### config.mk
export PLATFORM = sky130hd
export DESIGN_NAME = sc1602_text_sequencer_flat
export DESIGN_NICKNAME = d
export VERILOG_FILES = /design/src/rtl/sc1602_text_sequencer_if.sv /design/src/rtl/sc1602_text_sequencer.sv /design/src/flat_wrapper.sv
export SDC_FILE = /design/constraint.sdc
export NUM_CORES = 1
export LEC_CHECK = 0
export CAP_MARGIN = 20
export CELL_PAD_IN_SITES_DETAIL_PLACEMENT = 0
export CELL_PAD_IN_SITES_GLOBAL_PLACEMENT = 1
export CORE_MARGIN = 1.5
export CORE_UTILIZATION = 54
export CTS_CLUSTER_DIAMETER = 80
export CTS_CLUSTER_SIZE = 12
export DETAILED_ROUTE_END_ITERATION = 16
export DONT_BUFFER_PORTS = 1
export GPL_ROUTABILITY_DRIVEN = 0
export GPL_TIMING_DRIVEN = 0
export PLACE_DENSITY_LB_ADDON = 0.1
export SKIP_LAST_GASP = 1
export SYNTH_ARGS = -nofsm -noshare
export SYNTH_HDL_FRONTEND = slang
export SYNTH_SLANG_ARGS = --single-unit
### constraint.sdc
create_clock -name sys_clk -period 2.7 [get_ports sys_clk]
set_input_delay 0.27 -clock sys_clk [delete_from_list [all_inputs] [get_ports sys_clk]]
set_output_delay 0.27 -clock sys_clk [all_outputs]
set_load 0.01 [all_outputs]
### src/rtl/sc1602_text_sequencer_if.sv
// Host/driver-facing signal bundle for sc1602_text_sequencer.
// master = host glue and driver side, slave = the sequencer.
interface sc1602_text_sequencer_if #(
    parameter int DEPTH = 16
);
    localparam int AW = $clog2(DEPTH);

    logic          wr_en;
    logic [AW-1:0] wr_addr;
    logic [7:0]    wr_data;
    logic [AW:0]   msg_len;
    logic          scroll_en;
    logic          scroll_dir;
    logic          drv_drawing;
    logic          drv_ready;
    logic [7:0]    character_out;
    logic [2:0]    command_out;
    logic [AW-1:0] char_index;
    logic          busy;
    logic          scroll_overrun;

    modport master (
        output wr_en, wr_addr, wr_data, msg_len,
        output scroll_en, scroll_dir, drv_drawing, drv_ready,
        input  character_out, command_out, char_index,
        input  busy, scroll_overrun
    );

    modport slave (
        input  wr_en, wr_addr, wr_data, msg_len,
        input  scroll_en, scroll_dir, drv_drawing, drv_ready,
        output character_out, command_out, char_index,
        output busy, scroll_overrun
    );
endinterface

### src/rtl/sc1602_text_sequencer.sv
// Message buffer, character pointer and periodic scroll-command source
// feeding sc1602_driver.
module sc1602_text_sequencer #(
    parameter int         DEPTH         = 16,
    parameter int         SCROLL_PERIOD = 13_500_000,
    parameter logic [7:0] FILL_CHAR     = 8'h20
) (
    input logic sys_clk,
    input logic sys_rst_n,
    sc1602_text_sequencer_if.slave bus
);
    localparam int AW = $clog2(DEPTH);
    localparam int PW = $clog2(SCROLL_PERIOD);
    localparam logic [PW-1:0] PMAX = PW'(SCROLL_PERIOD - 1);
    localparam logic [AW:0] DEPTH_L = (AW + 1)'(DEPTH);

    typedef enum logic [1:0] {
        IDLE,
        WAIT_RDY,
        ISSUE
    } state_e;

    logic [2:0]    draw_q;
    logic [1:0]    rdy_q;
    logic [7:0]    buf_q [DEPTH];
    logic [AW-1:0] rd_ptr_q;
    logic [AW-1:0] rd_ptr_d;
    logic [7:0]    char_q;
    logic [PW-1:0] pcnt_q;
    logic [PW-1:0] pcnt_d;
    state_e        state_q;
    logic          dir_q;
    logic [2:0]    cmd_q;
    logic          ovr_q;

    logic          draw_fall;
    logic          ready_s;
    logic          tick;
    logic [AW:0]   len_eff;
    logic [AW:0]   ptr_inc;

    // draw_q[1:0] and rdy_q are plain 2-FF synchronisers; draw_q[2] is the edge history
    assign draw_fall = draw_q[2] & ~draw_q[1];
    assign ready_s   = rdy_q[1];
    assign tick      = (pcnt_q == PMAX);
    assign ptr_inc   = {1'b0, rd_ptr_q} + (AW + 1)'(1);

    always_ff @(posedge sys_clk or negedge sys_rst_n) begin
        if (!sys_rst_n) begin
            draw_q <= '0;
            rdy_q  <= '0;
        end else begin
            draw_q <= {draw_q[1:0], bus.drv_drawing};
            rdy_q  <= {rdy_q[0], bus.drv_ready};
        end
    end

    always_comb begin
        len_eff = bus.msg_len;
        if (bus.msg_len == '0 || bus.msg_len > DEPTH_L) begin
            len_eff = DEPTH_L;
        end
    end

    // A shrinking length is honoured in the same cycle as an advance
    always_comb begin
        rd_ptr_d = rd_ptr_q;
        if (draw_fall) begin
            rd_ptr_d = (ptr_inc >= len_eff) ? '0 : ptr_inc[AW-1:0];
        end else if ({1'b0, rd_ptr_q} >= len_eff) begin
            rd_ptr_d = '0;
        end
    end

    always_ff @(posedge sys_clk or negedge sys_rst_n) begin
        if (!sys_rst_n) begin
            for (int i = 0; i < DEPTH; i++) begin
                buf_q[i] <= FILL_CHAR;
            end
        end else if (bus.wr_en) begin
            buf_q[bus.wr_addr] <= bus.wr_data;
        end
    end

    always_ff @(posedge sys_clk or negedge sys_rst_n) begin
        if (!sys_rst_n) begin
            rd_ptr_q <= '0;
            char_q   <= FILL_CHAR;
        end else begin
            rd_ptr_q <= rd_ptr_d;
            char_q   <= buf_q[rd_ptr_q];
        end
    end

    always_comb begin
        pcnt_d = pcnt_q + PW'(1);
        if (!bus.scroll_en || tick) begin
            pcnt_d = '0;
        end
    end

    always_ff @(posedge sys_clk or negedge sys_rst_n) begin
        if (!sys_rst_n) begin
            pcnt_q <= '0;
        end else begin
            pcnt_q <= pcnt_d;
        end
    end

    always_ff @(posedge sys_clk or negedge sys_rst_n) begin
        if (!sys_rst_n) begin
            state_q <= IDLE;
            dir_q   <= 1'b0;
            cmd_q   <= 3'b000;
            ovr_q   <= 1'b0;
        end else begin
            if (tick && state_q != IDLE) begin
                ovr_q <= 1'b1;
            end
            unique case (state_q)
                IDLE: begin
                    if (tick) begin
                        state_q <= WAIT_RDY;
                        dir_q   <= bus.scroll_dir;
                    end
                end
                WAIT_RDY: begin
                    if (!bus.scroll_en) begin
                        state_q <= IDLE;
                    end else if (ready_s) begin
                        cmd_q   <= {2'b01, dir_q};
                        state_q <= ISSUE;
                    end
                end
                ISSUE: begin
                    // ready dropping means the driver took the command
                    if (!ready_s) begin
                        cmd_q   <= 3'b000;
                        state_q <= IDLE;
                    end
                end
                default: state_q <= IDLE;
            endcase
        end
    end

    assign bus.character_out  = char_q;
    assign bus.command_out    = cmd_q;
    assign bus.char_index     = rd_ptr_q;
    assign bus.busy           = (state_q != IDLE);
    assign bus.scroll_overrun = ovr_q;
endmodule

### src/flat_wrapper.sv
// flat-port wrapper written by rule: the top's interface ports become plain ports
module sc1602_text_sequencer_flat 
#(
    parameter int         DEPTH         = 16,
    parameter int         SCROLL_PERIOD = 13_500_000,
    parameter logic [7:0] FILL_CHAR     = 8'h20
)
  (sys_clk, sys_rst_n, bus_wr_en, bus_wr_addr, bus_wr_data, bus_msg_len, bus_scroll_en, bus_scroll_dir, bus_drv_drawing, bus_drv_ready, bus_character_out, bus_command_out, bus_char_index, bus_busy, bus_scroll_overrun);
  sc1602_text_sequencer_if #(.DEPTH(DEPTH)) bus_i ();
  input logic sys_clk;
  input logic sys_rst_n;
  input wire logic [$bits(bus_i.wr_en)-1:0] bus_wr_en;
  input wire logic [$bits(bus_i.wr_addr)-1:0] bus_wr_addr;
  input wire logic [$bits(bus_i.wr_data)-1:0] bus_wr_data;
  input wire logic [$bits(bus_i.msg_len)-1:0] bus_msg_len;
  input wire logic [$bits(bus_i.scroll_en)-1:0] bus_scroll_en;
  input wire logic [$bits(bus_i.scroll_dir)-1:0] bus_scroll_dir;
  input wire logic [$bits(bus_i.drv_drawing)-1:0] bus_drv_drawing;
  input wire logic [$bits(bus_i.drv_ready)-1:0] bus_drv_ready;
  output wire logic [$bits(bus_i.character_out)-1:0] bus_character_out;
  output wire logic [$bits(bus_i.command_out)-1:0] bus_command_out;
  output wire logic [$bits(bus_i.char_index)-1:0] bus_char_index;
  output wire logic [$bits(bus_i.busy)-1:0] bus_busy;
  output wire logic [$bits(bus_i.scroll_overrun)-1:0] bus_scroll_overrun;
  assign bus_i.wr_en = bus_wr_en;
  assign bus_i.wr_addr = bus_wr_addr;
  assign bus_i.wr_data = bus_wr_data;
  assign bus_i.msg_len = bus_msg_len;
  assign bus_i.scroll_en = bus_scroll_en;
  assign bus_i.scroll_dir = bus_scroll_dir;
  assign bus_i.drv_drawing = bus_drv_drawing;
  assign bus_i.drv_ready = bus_drv_ready;
  assign bus_character_out = bus_i.character_out;
  assign bus_command_out = bus_i.command_out;
  assign bus_char_index = bus_i.char_index;
  assign bus_busy = bus_i.busy;
  assign bus_scroll_overrun = bus_i.scroll_overrun;
  sc1602_text_sequencer #(.DEPTH(DEPTH), .SCROLL_PERIOD(SCROLL_PERIOD), .FILL_CHAR(FILL_CHAR)) u_core (.sys_clk(sys_clk), .sys_rst_n(sys_rst_n), .bus(bus_i));
endmodule
==> summary.txt, run 1 <==
Status - complete, but fails checks
Failing checks - design-rule violations, negative hold slack
TritonCTS clock tree - yes
Share of layout cells above drive strength 1 - 36.7%
Leakage - 0.00388 uW
Die width - 126 um
Max-cap violations - 0
Type of the worst setup path - reg -> reg
Die height - 126 um
Worst Slack Setup Final - 0.252 ns
Post-layout min period - 2.45 ns
Core footprint - 0.0146 mm2
Worst-margin pin slew - 1.06 ns
Crit-path max FO - 10
Cts repair resizes - 0
Pwr Total - 7830 uW
Critical path arrival - 2.81 ns
Num CTS Buffers - 17
Post-synth design cell area - 0.00816 mm2
DRC viols - 4
Reg clk slew, reported paths - 0.06 ns
Register area share after synthesis - 53.9%
Top cell type's share of synthesized area - 48.5%
Req. time, crit path - 3.06 ns
Worst R2R Path Depth - 9
Fin Setup TNS - 0 ns
Power per cell area - 861 mW/mm2
Clock sink count - 175
Mapped Cells - 555
Syn Area/Cell - 14.7 um2
I/O pins - 41
Hold WC Path Type - in -> async
WHS - -0.462 ns
Drt pass-1 iters - 12
Slew HR - 28.8%
Antenna cell count - 0
Yosys reg bits - 175
Routed via count - 4693
Multi-input logic area - 0.00355 mm2
Clock latency on the worst-skew pair - 0.43 ns
Syn_nets - 591
Fmax - 409 MHz
Post-DRT Antenna Nets - 0
Slew Viols, Final - 0
Crit share post-route - 90.7%
Setup WS pre-CTS - 0.111 ns
Final hold vios - 175
Tot GR Track Use - 23.6%
Buffers on Ports - 0
Clock buffer depth - 2
Clock skew - 0.00779 ns
Post-synth ARST share - 100%
Initial Utilization - 55.7%
Main synth FF type - dfrtp_1
Number of global-route vias before repair - 4999
Largest net degree at the start of global routing - 176
Overall die area - 0.0159 mm2
Final setup fails - 0
DP Wirelength - 11400 um
Synth cell types - 49
Wire per inst - 21.9 um
Global-route wire length before repair - 28000 um
Drt total wl - 17200 um
Fillcell total - 1102
Worst setup SP type - register
Peak VDD IR - 0.000480 V
Unrepaired setup endpoints after global routing - no
Ranking of synthesized cells by area - dfrtp_1, mux2_2, mux4_1
Postcts setup bufs - 0
NumNets Final - 623
Root buf cell - clkbuf_16
Row count - 44
Vias per cell - 5.99
Depth of the CTS H-tree - 4
Area delta synth->final - 11.5%
Hold_buf cts - 12
Area taken by flip-flops and latches - 0.00440 mm2
Crit end category - register
EDFF count, synth - 0
YS warnings - 0
Initial antenna violation count - 0
Drt initial violations - 243
Synth area leader - dfrtp_1
GRT overflow - 0
## routing by layer
layer  part of all wire (%)  vias up  routed length (um)  GRT usage, %
li1                       -     2100                   -             -
met5                      0        -                   0             0
met2                     49       92                8380          37.7
met3                    3.9       17                 674          4.93
met1                     46     2484                7920          33.2
met4                    1.3        0                 221          6.90
## Yosys cell counts (2+ instances only)
cell and instances:
a211oi_1 2, a21o_1 2, a22o_1 2, a31oi_1 2, and3_1 5, buf_12 2
buf_2 6, buf_4 2, buf_6 3, clkbuf_1 14, dfrtp_1 158, dfstp_2 17
ha_1 12, inv_1 7, mux2_2 130, mux4_1 19, mux4_2 20, nand2_1 14
nand2b_1 13, nand3_1 14, nand3b_1 2, nand4_1 7, nor2_1 45, nor2_2 2
nor2b_1 2, nor3_1 2, o21ai_0 5, o21bai_1 2, or3_1 3, xnor2_1 12
xor2_1 11
## cell usage in the layout (no fill, tap or decap), drive strengths merged, types with 4 or more instances in the layout
master,count
buf,15
mux4,40
dfstp,17
mux2,130
inv,10
nand2,14
nand3,14
dlygate4sd3,12
nand4,8
nor2,47
clkinv,4
dfrtp,158
and3,5
xnor2,12
clkbuf,35
ha,12
xor2,11
nand2b,13
o21ai,5
## stage by stage
step	area [um2]	hold slack, ns	utilization (%)	instances
finish	9090	-0.462	62.1	784
global route	9090	-0.482	62.1	784
CTS	9090	-0.479	62.0	783
detailed placement	8390	-0.0214	57.3	739
global placement	8390	-0.0217	57.3	739
floorplan	8160	-0.0256	-	555
## kinds of logic after synthesis
logic type / synth area share, %
AO/OA/AOI/OAI: 1.59
XOR/XNOR: 2.47
adder cells (fa/ha/maj): 1.84
buffers and inverters: 2.61
flip-flops: 53.9
multiplexers: 30.0
other: 0.0460
AND/OR/NAND/NOR: 7.50
## worst max-delay path, stage by stage (launching register included)
cell and delay, ns:
dfrtp_1 0.48, buf_6 0.22, buf_8 0.19, inv_1 0.06, ha_1 0.28, nand2b_1 0.14, a211oi_1 0.23, o21bai_1 0.09
a21boi_0 0.44, mux2_2 0.25
## registers in the layout, summed over array words and instances (netlist names)
signal	cells
u_core.draw_q	3
u_core.dir_q	1
u_core.bus.char_index	4
u_core.bus.character_out	8
u_core.rdy_q	2
u_core.state_q	2
u_core.pcnt_q	24
u_core.buf_q	128
u_core.bus.scroll_overrun	1
u_core.bus.command_out	2
## cell type report
cell class                      instances  area share [%]
Multi-Input combinational cell        345            39.0
Tap cell                              184            2.53
Buffer                                 28            2.05
Inverter                                7           0.289
Clock inverter                         11            1.17
Timing Repair Buffer                   13            1.40
Clock buffer                           21            5.17
Sequential cell                       175            48.4
## worst paths after layout
check                                              start  slack [ns]                        to
worst max register to register  u_core.bus.char_index[0]        0.25  u_core.bus.char_index[0]
worst min-delay path                           sys_rst_n       -0.46         u_core.pcnt_q[22]
min in group sys_clk                      bus_wr_data[0]        0.02          u_core.buf_q[40]
max in group asynchronous                      sys_rst_n        2.82          u_core.buf_q[37]
worst max-delay path            u_core.bus.char_index[0]        0.25  u_core.bus.char_index[0]
worst min register to register           u_core.rdy_q[0]        0.35           u_core.rdy_q[1]
## where the power goes
| group | switching, uW | internal (uW) | total [uW] |
|---|---|---|---|
| logic | 749 | 1170 | 1920 |
| clock network | 1030 | 1350 | 2390 |
| registers | 320 | 3200 | 3520 |
| total | 2100 | 5730 | 7830 |
No activity file was read; power rests on OpenSTA's default activity.
==> run 2: changes to the inputs <==
--- a/config.mk
+++ b/config.mk
@@ -16,6 +16,7 @@
 export DONT_BUFFER_PORTS = 1
 export GPL_ROUTABILITY_DRIVEN = 0
 export GPL_TIMING_DRIVEN = 0
+export MAX_ROUTING_LAYER = met4
 export PLACE_DENSITY_LB_ADDON = 0.1
 export SKIP_LAST_GASP = 1
 export SYNTH_ARGS = -nofsm -noshare
==> run 2 against run 1 <==
The run still ends with design-rule violations, negative hold slack left. Register-to-register slack hardly changed. Design area did not move. Final cell count stayed put. Largest cell class unchanged. Critical path type unchanged. Global-route usage increased by 0.74 points. Highest routed layer unchanged. Critical path depth did not move. Non-clock buffer count unchanged. Routed wire length shrank 0.27%.
==> summary.txt, run 2 (synthesis results as in run 1) <==
Status - complete, but fails checks
Failing checks - design-rule violations, negative hold slack
Number of global-route vias before repair - 4995 (-0.080%)
Max incr delay on CP - 0.48 ns (about the same)
Setup WS pre-CTS - 0.111 ns (unchanged)
Largest net degree at the start of global routing - 176 (unchanged)
Worst setup SP type - register
Antenna cell count - 0 (unchanged)
Wire per inst - 21.9 um (-0.27%)
Share of layout cells above drive strength 1 - 36.7% (unchanged)
NumNets Final - 623 (unchanged)
Type of the worst setup path - reg -> reg
Hold_buf cts - 12 (unchanged)
Pwr Total - 7840 uW (about the same)
Routed via count - 4681 (-0.26%)
Slew HR - 29.3% (+0.47 points)
Row count - 44 (unchanged)
Depth of the CTS H-tree - 4 (unchanged)
Clock sink count - 175 (unchanged)
Unrepaired setup endpoints after global routing - no
Slowest cell on the critical path - dfrtp_1
Drt initial violations - 280 (+15%)
Overall die area - 0.0159 mm2 (unchanged)
CP cell instances - buf_6 -> buf_8 -> inv_1 -> ha_1 -> nand2b_1 -> a211oi_1 -> o21bai_1 -> a21boi_0 -> mux2_2
Sequential Power Share - 45.0% (about the same)
Fmax - 406 MHz (-0.59%)
Max-cap violations - 0 (unchanged)
Critical path arrival - 2.82 ns (about the same)
Cts repair resizes - 0 (unchanged)
Die width - 126 um (unchanged)
TritonCTS clock tree - yes
Initial Utilization - 55.7% (unchanged)
Peak VDD IR - 0.000481 V (about the same)
Clock skew - 0.00837 ns (+0.000575 ns)
Area delta synth->final - 11.5% (unchanged)
Worst R2R Path Depth - 9 (unchanged)
Crit share post-route - 91.2% (+0.53 points)
Die height - 126 um (unchanged)
Crit-path max FO - 10 (unchanged)
Sw frac - 26.9% (+0.030 points)
Internal power - 5730 uW (about the same)
Drt total wl - 17100 um (-0.27%)
RR Startpoint - u_core.bus.char_index[0]
Reg clk slew, reported paths - 0.06 ns (about the same)
Worst Slack Setup Final - 0.238 ns (-0.0144 ns)
Hold WC Path Type - in -> async
Tot GR Track Use - 24.3% (+0.74 points)
R2R Setup Slk - 0.24 ns (about the same)
DP Wirelength - 11400 um (unchanged)
Clock latency on the worst-skew pair - 0.42 ns (about the same)
RR Endpoint - u_core.bus.char_index[0]
Comb power frac - 24.5% (about the same)
Global-route wire length before repair - 28000 um (about the same)
GRT overflow - 0 (unchanged)
Largest register FFs - 128 (unchanged)
Net Sw Power - 2110 uW (+0.16%)
Core footprint - 0.0146 mm2 (unchanged)
Largest Register - u_core.buf_q
Most common cell after layout, fill and taps aside - dfrtp_1
Power per cell area - 862 mW/mm2 (about the same)
Leakage - 0.00388 uW (unchanged)
Initial antenna violation count - 0 (unchanged)
Worst-margin pin slew - 1.06 ns (-0.00707 ns)
Postcts setup bufs - 0 (unchanged)
Fin Setup TNS - 0 ns (unchanged)
Final hold vios - 175 (unchanged)
I/O pins - 41 (unchanged)
Vias per cell - 5.97 (-0.26%)
Most frequent cells in the layout - dfrtp_1, mux2_2, nor2_1
Post-DRT Antenna Nets - 0 (unchanged)
Drt pass-1 iters - 12 (unchanged)
Num CTS Buffers - 17 (unchanged)
Clock share of power - 30.5% (about the same)
Buffers on Ports - 0 (unchanged)
Final setup fails - 0 (unchanged)
DRC viols - 4 (unchanged)
Clock buffer depth - 2 (unchanged)
WHS - -0.460 ns (+0.00189 ns)
Req. time, crit path - 3.06 ns (about the same)
Slew Viols, Final - 0 (unchanged)
Crit end category - register
Post-layout min period - 2.46 ns (+0.0144 ns)
Root buf cell - clkbuf_16
run 2: cell counts in the layout (fill, tap and decap cells not counted):
Identical to the previous run, type by type.
run 2: cell type report:
class,count,area [um2]
clock buffers,21,470
repair buffers,13,128
fillers,1102,5550
plain buffers,28,186
multi-input cells,345,3550
flip-flops and latches,175,4400
clock inverters,11,106
well taps,184,230
inverters,7,26.3
run 2: how the worst max path moves through the flow:
stage	startpoint	cells after the start	to	slack, ns
5_1_grt	u_core.bus.char_index[0]	9	u_core.bus.char_index[0]	0.05
3_3_place_gp	bus_msg_len[1]	8	u_core.bus.char_index[0]	0.17
6_report	u_core.bus.char_index[0]	9	u_core.bus.char_index[0]	0.24
4_1_cts	u_core.bus.char_index[0]	9	u_core.bus.char_index[0]	0.23
2_1_floorplan	bus_msg_len[1]	8	u_core.bus.char_index[0]	0.37
3_5_place_dp	bus_msg_len[1]	8	u_core.bus.char_index[0]	0.11
run 2: critical path, delay by kind of cell (launching register included):
kind	cells	cell delay, ns
mux	1	0.26
flops	1	0.48
simple gates	1	0.14
buf+inv	3	0.47
fa+ha+maj	1	0.28
compound gates	3	0.77
run 2: per-layer routing:
metal  vias up  global-route usage, %  wire length (um)  share of wire [%]
met1      2485                   33.1              7860                 46
li1       2101                      -                 -                  -
met2        77                   37.7              8430                 49
met3        18                   5.56               639                3.7
met5         -                      -                 0                  0
met4         0                   5.88               211                1.2
run 2: metrics by stage:
stage               instance area, um2  utilization, %  instances
floorplan                         8160               -        555
global placement                  8390            57.3        739
detailed placement                8390            57.3        739
CTS                               9090            62.0        783
global route                      9090            62.1        784
finish                            9090            62.1        784
run 2: power by group through the flow:
stage | Sequential (uW) | Clock (uW) | Combinational (uW)
final | 3520 | 2390 | 1920
after CTS | 3520 | 2430 | 1960
after global routing | 3590 | 2530 | 2070
after detailed placement | 3570 | 0 | 1930
after floorplan | 3460 | 0 | 1530
after global placement | 3520 | 0 | 1880
==> run 3: changes to the inputs <==
--- a/config.mk
+++ b/config.mk
@@ -6,10 +6,10 @@
 export NUM_CORES = 1
 export LEC_CHECK = 0
 export CAP_MARGIN = 20
-export CELL_PAD_IN_SITES_DETAIL_PLACEMENT = 0
-export CELL_PAD_IN_SITES_GLOBAL_PLACEMENT = 1
+export CELL_PAD_IN_SITES_DETAIL_PLACEMENT = 2
+export CELL_PAD_IN_SITES_GLOBAL_PLACEMENT = 2
 export CORE_MARGIN = 1.5
-export CORE_UTILIZATION = 54
+export CORE_UTILIZATION = 46
 export CTS_CLUSTER_DIAMETER = 80
 export CTS_CLUSTER_SIZE = 12
 export DETAILED_ROUTE_END_ITERATION = 16
==> run 3 against run 2 <==
The run ends with negative hold slack left. Non-clock buffer count increased by 2. Critical path depth decreased by 2. Via count increased by 4.8%. Count of clock-buffer cells in the layout decreased by 4. First-iteration DRC count increased by 1.8%. Die area increased by 17%. Clock power increased by 4%. Sequential power increased by 1%. Register-to-register slack improved by 0.03 ns. Utilization decreased by 9.1 points. Critical endpoint is now u_core.pcnt_q[12]. Largest cell class unchanged.
==> summary.txt, run 3 (synthesis results as in run 1) <==
Launch point of the worst path - u_core.pcnt_q[0]
Fin Setup TNS - 0 ns (unchanged)
Core footprint - 0.0173 mm2 (+18%)
Clock buffer depth - 2 (unchanged)
Most common cell after layout, fill and taps aside - dfrtp_1
DP Wirelength - 13700 um (+20%)
Fmax - 410 MHz (+1.1%)
CP bufs+invs - 1 (-2)
Overall die area - 0.0185 mm2 (+17%)
RR Startpoint - u_core.pcnt_q[0]
Initial antenna violation count - 0 (unchanged)
Final Cell Area - 0.00917 mm2 (+0.88%)
Met1 wire length - 9180 um (+17%)
Type of the worst setup path - reg -> reg
Worst setup SP type - register
RR Endpoint - u_core.pcnt_q[12]
DRC viols - 0 (-4)
Fillcell total - 1580 (+43%)
Slew Viols, Final - 0 (unchanged)
Drt total wl - 21700 um (+27%)
WHS - -0.476 ns (-0.0161 ns)
Postcts setup bufs - 0 (unchanged)
Post-layout min period - 2.44 ns (-0.0257 ns)
Worst Slack Setup Final - 0.264 ns (+0.0257 ns)
Setup WS pre-CTS - 0.0118 ns (-0.0989 ns)
Met2 wire length - 11500 um (+36%)
Final setup fails - 0 (unchanged)
Worst R2R Path Depth - 7 (-2)
Antenna cell count - 0 (unchanged)
DR top layer - met4
Final hold vios - 175 (unchanged)
Vias per cell - 5.93 (-0.62%)
Slew HR - 27.5% (-1.8 points)
Largest Register - u_core.buf_q
Area delta synth->final - 12.4%
Tot GR Track Use - 25.8% (+1.5 points)
Most frequent cells in the layout - dfrtp_1, mux2_2, nor2_1
Unrepaired setup endpoints after global routing - no
Critical path arrival - 2.75 ns (-0.07 ns)
Clock skew - 0.00876 ns (+0.000392 ns)
Largest register FFs - 128 (unchanged)
Row count - 48 (+9.1%)
Worst-margin pin slew - 1.08 ns (+0.0263 ns)
Power per cell area - 879 mW/mm2 (+2.0%)
Hold WC Path Type - in -> async
I/O pins - 41 (unchanged)
Depth of the CTS H-tree - 4 (unchanged)
Status - complete, but fails checks
Slowest cell on the critical path - dfrtp_1
Area after DPL - 0.00844 mm2 (+0.61%)
Root buf cell - clkbuf_16
Crit-path max FO - 10 (unchanged)
TritonCTS clock tree - yes
Clock latency on the worst-skew pair - 0.44 ns (+0.02 ns)
NumNets Final - 625 (+0.32%)
Reg clk slew, reported paths - 0.07 ns (about the same)
CP cell instances - ha_1 -> nand4_2 -> nor3_2 -> nand4_1 -> nand2_1 -> buf_2 -> nor2_1
Die width - 136 um (+8.1%)
Pwr Total - 8060 uW (+2.9%)
Drt initial violations - 285 (+1.8%)
Post-Place Cells - 780 (+5.5%)
Crit share post-route - 90.2% (-0.95 points)
Final Non-Filler Cells - 827 (+5.5%)
Initial Utilization - 47.2% (-8.5 points)
Share of layout cells above drive strength 1 - 36.7% (+0.044 points)
Post-DRT Antenna Nets - 0 (unchanged)
Global-route wire length before repair - 33500 um (+20%)
Req. time, crit path - 3.01 ns (-0.05 ns)
DR WL met3 - 842 um (+32%)
Leakage - 0.00390 uW (+0.47%)
Crit end category - register
CP top delay family - simple AND/OR/NAND/NOR gates
R2R Setup Slk - 0.26 ns (+0.03 ns)
Clock sink count - 175 (unchanged)
Max-cap violations - 0 (unchanged)
Num CTS Buffers - 17 (unchanged)
Routed via count - 4907 (+4.8%)
Number of global-route vias before repair - 5699 (+14%)
Buffers on Ports - 0 (unchanged)
GRT overflow - 0 (unchanged)
Largest net degree at the start of global routing - 176 (unchanged)
Wire per inst - 26.3 um (+20%)
Failing checks - negative hold slack
Peak VDD IR - 0.000559 V (+16%)
Die height - 136 um (+8.1%)
Max incr delay on CP - 0.44 ns (-0.04 ns)
Drt pass-1 iters - 4 (-8)
run 3: cell count changes in the layout (fill, tap and decap cells not counted), moves of 2 or more:
cell / before / now
inv_6: 3 / 7
clkinv_2: 2 / 4
clkinv_4: 2 / 0
clkbuf_8: 3 / 0
dlygate4sd3_1: 12 / 14
run 3: worst max-delay path by stage:
stage                                to  slack, ns  cells after the start
6_report              u_core.pcnt_q[12]       0.26                      7
5_1_grt               u_core.pcnt_q[13]       0.07                      7
4_1_cts        u_core.bus.char_index[0]       0.15                      9
3_5_place_dp   u_core.bus.char_index[0]       0.01                      8
3_3_place_gp   u_core.bus.char_index[0]       0.08                      8
2_1_floorplan  u_core.bus.char_index[0]       0.37                      8
run 3: what timing repair did:
item / in CTS / in global routing
gates resized for setup: 0 / 1
hold buffers: 12 / 2
endpoints found under the setup margin: 0 / 1
endpoints found under the hold margin: 223 / 177
run 3: area by class of cell:
class,count,area (um2),share of cell area [%]
buffer,28,186,2.03
clock buffer,17,425,4.64
clock inverter,15,156,1.70
inverter,7,26.3,0.286
multi-input combinational,345,3550,38.7
sequential,175,4400,48.0
tap,225,282,3.07
timing repair buffer,15,151,1.65
run 3: layer usage:
metal	global-route usage (%)	vias to the layer above
met5	-	-
met4	5.56	0
met3	5.11	18
met2	44.7	112
met1	31.5	2673
li1	-	2104
run 3: where the power goes:
part	internal [uW]	switching [uW]	total [uW]
Combinational	1180	841	2020
Sequential	3200	358	3560
Clock	1380	1100	2480
Total	5760	2300	8060
run 3: stage by stage:
stage | utilization [%] | hold slack, ns
finish | 53.0 | -0.476
global route | 53.0 | -0.491
CTS | 52.9 | -0.483
detailed placement | 48.8 | -0.0189
global placement | 48.8 | -0.0179
floorplan | - | -0.0256
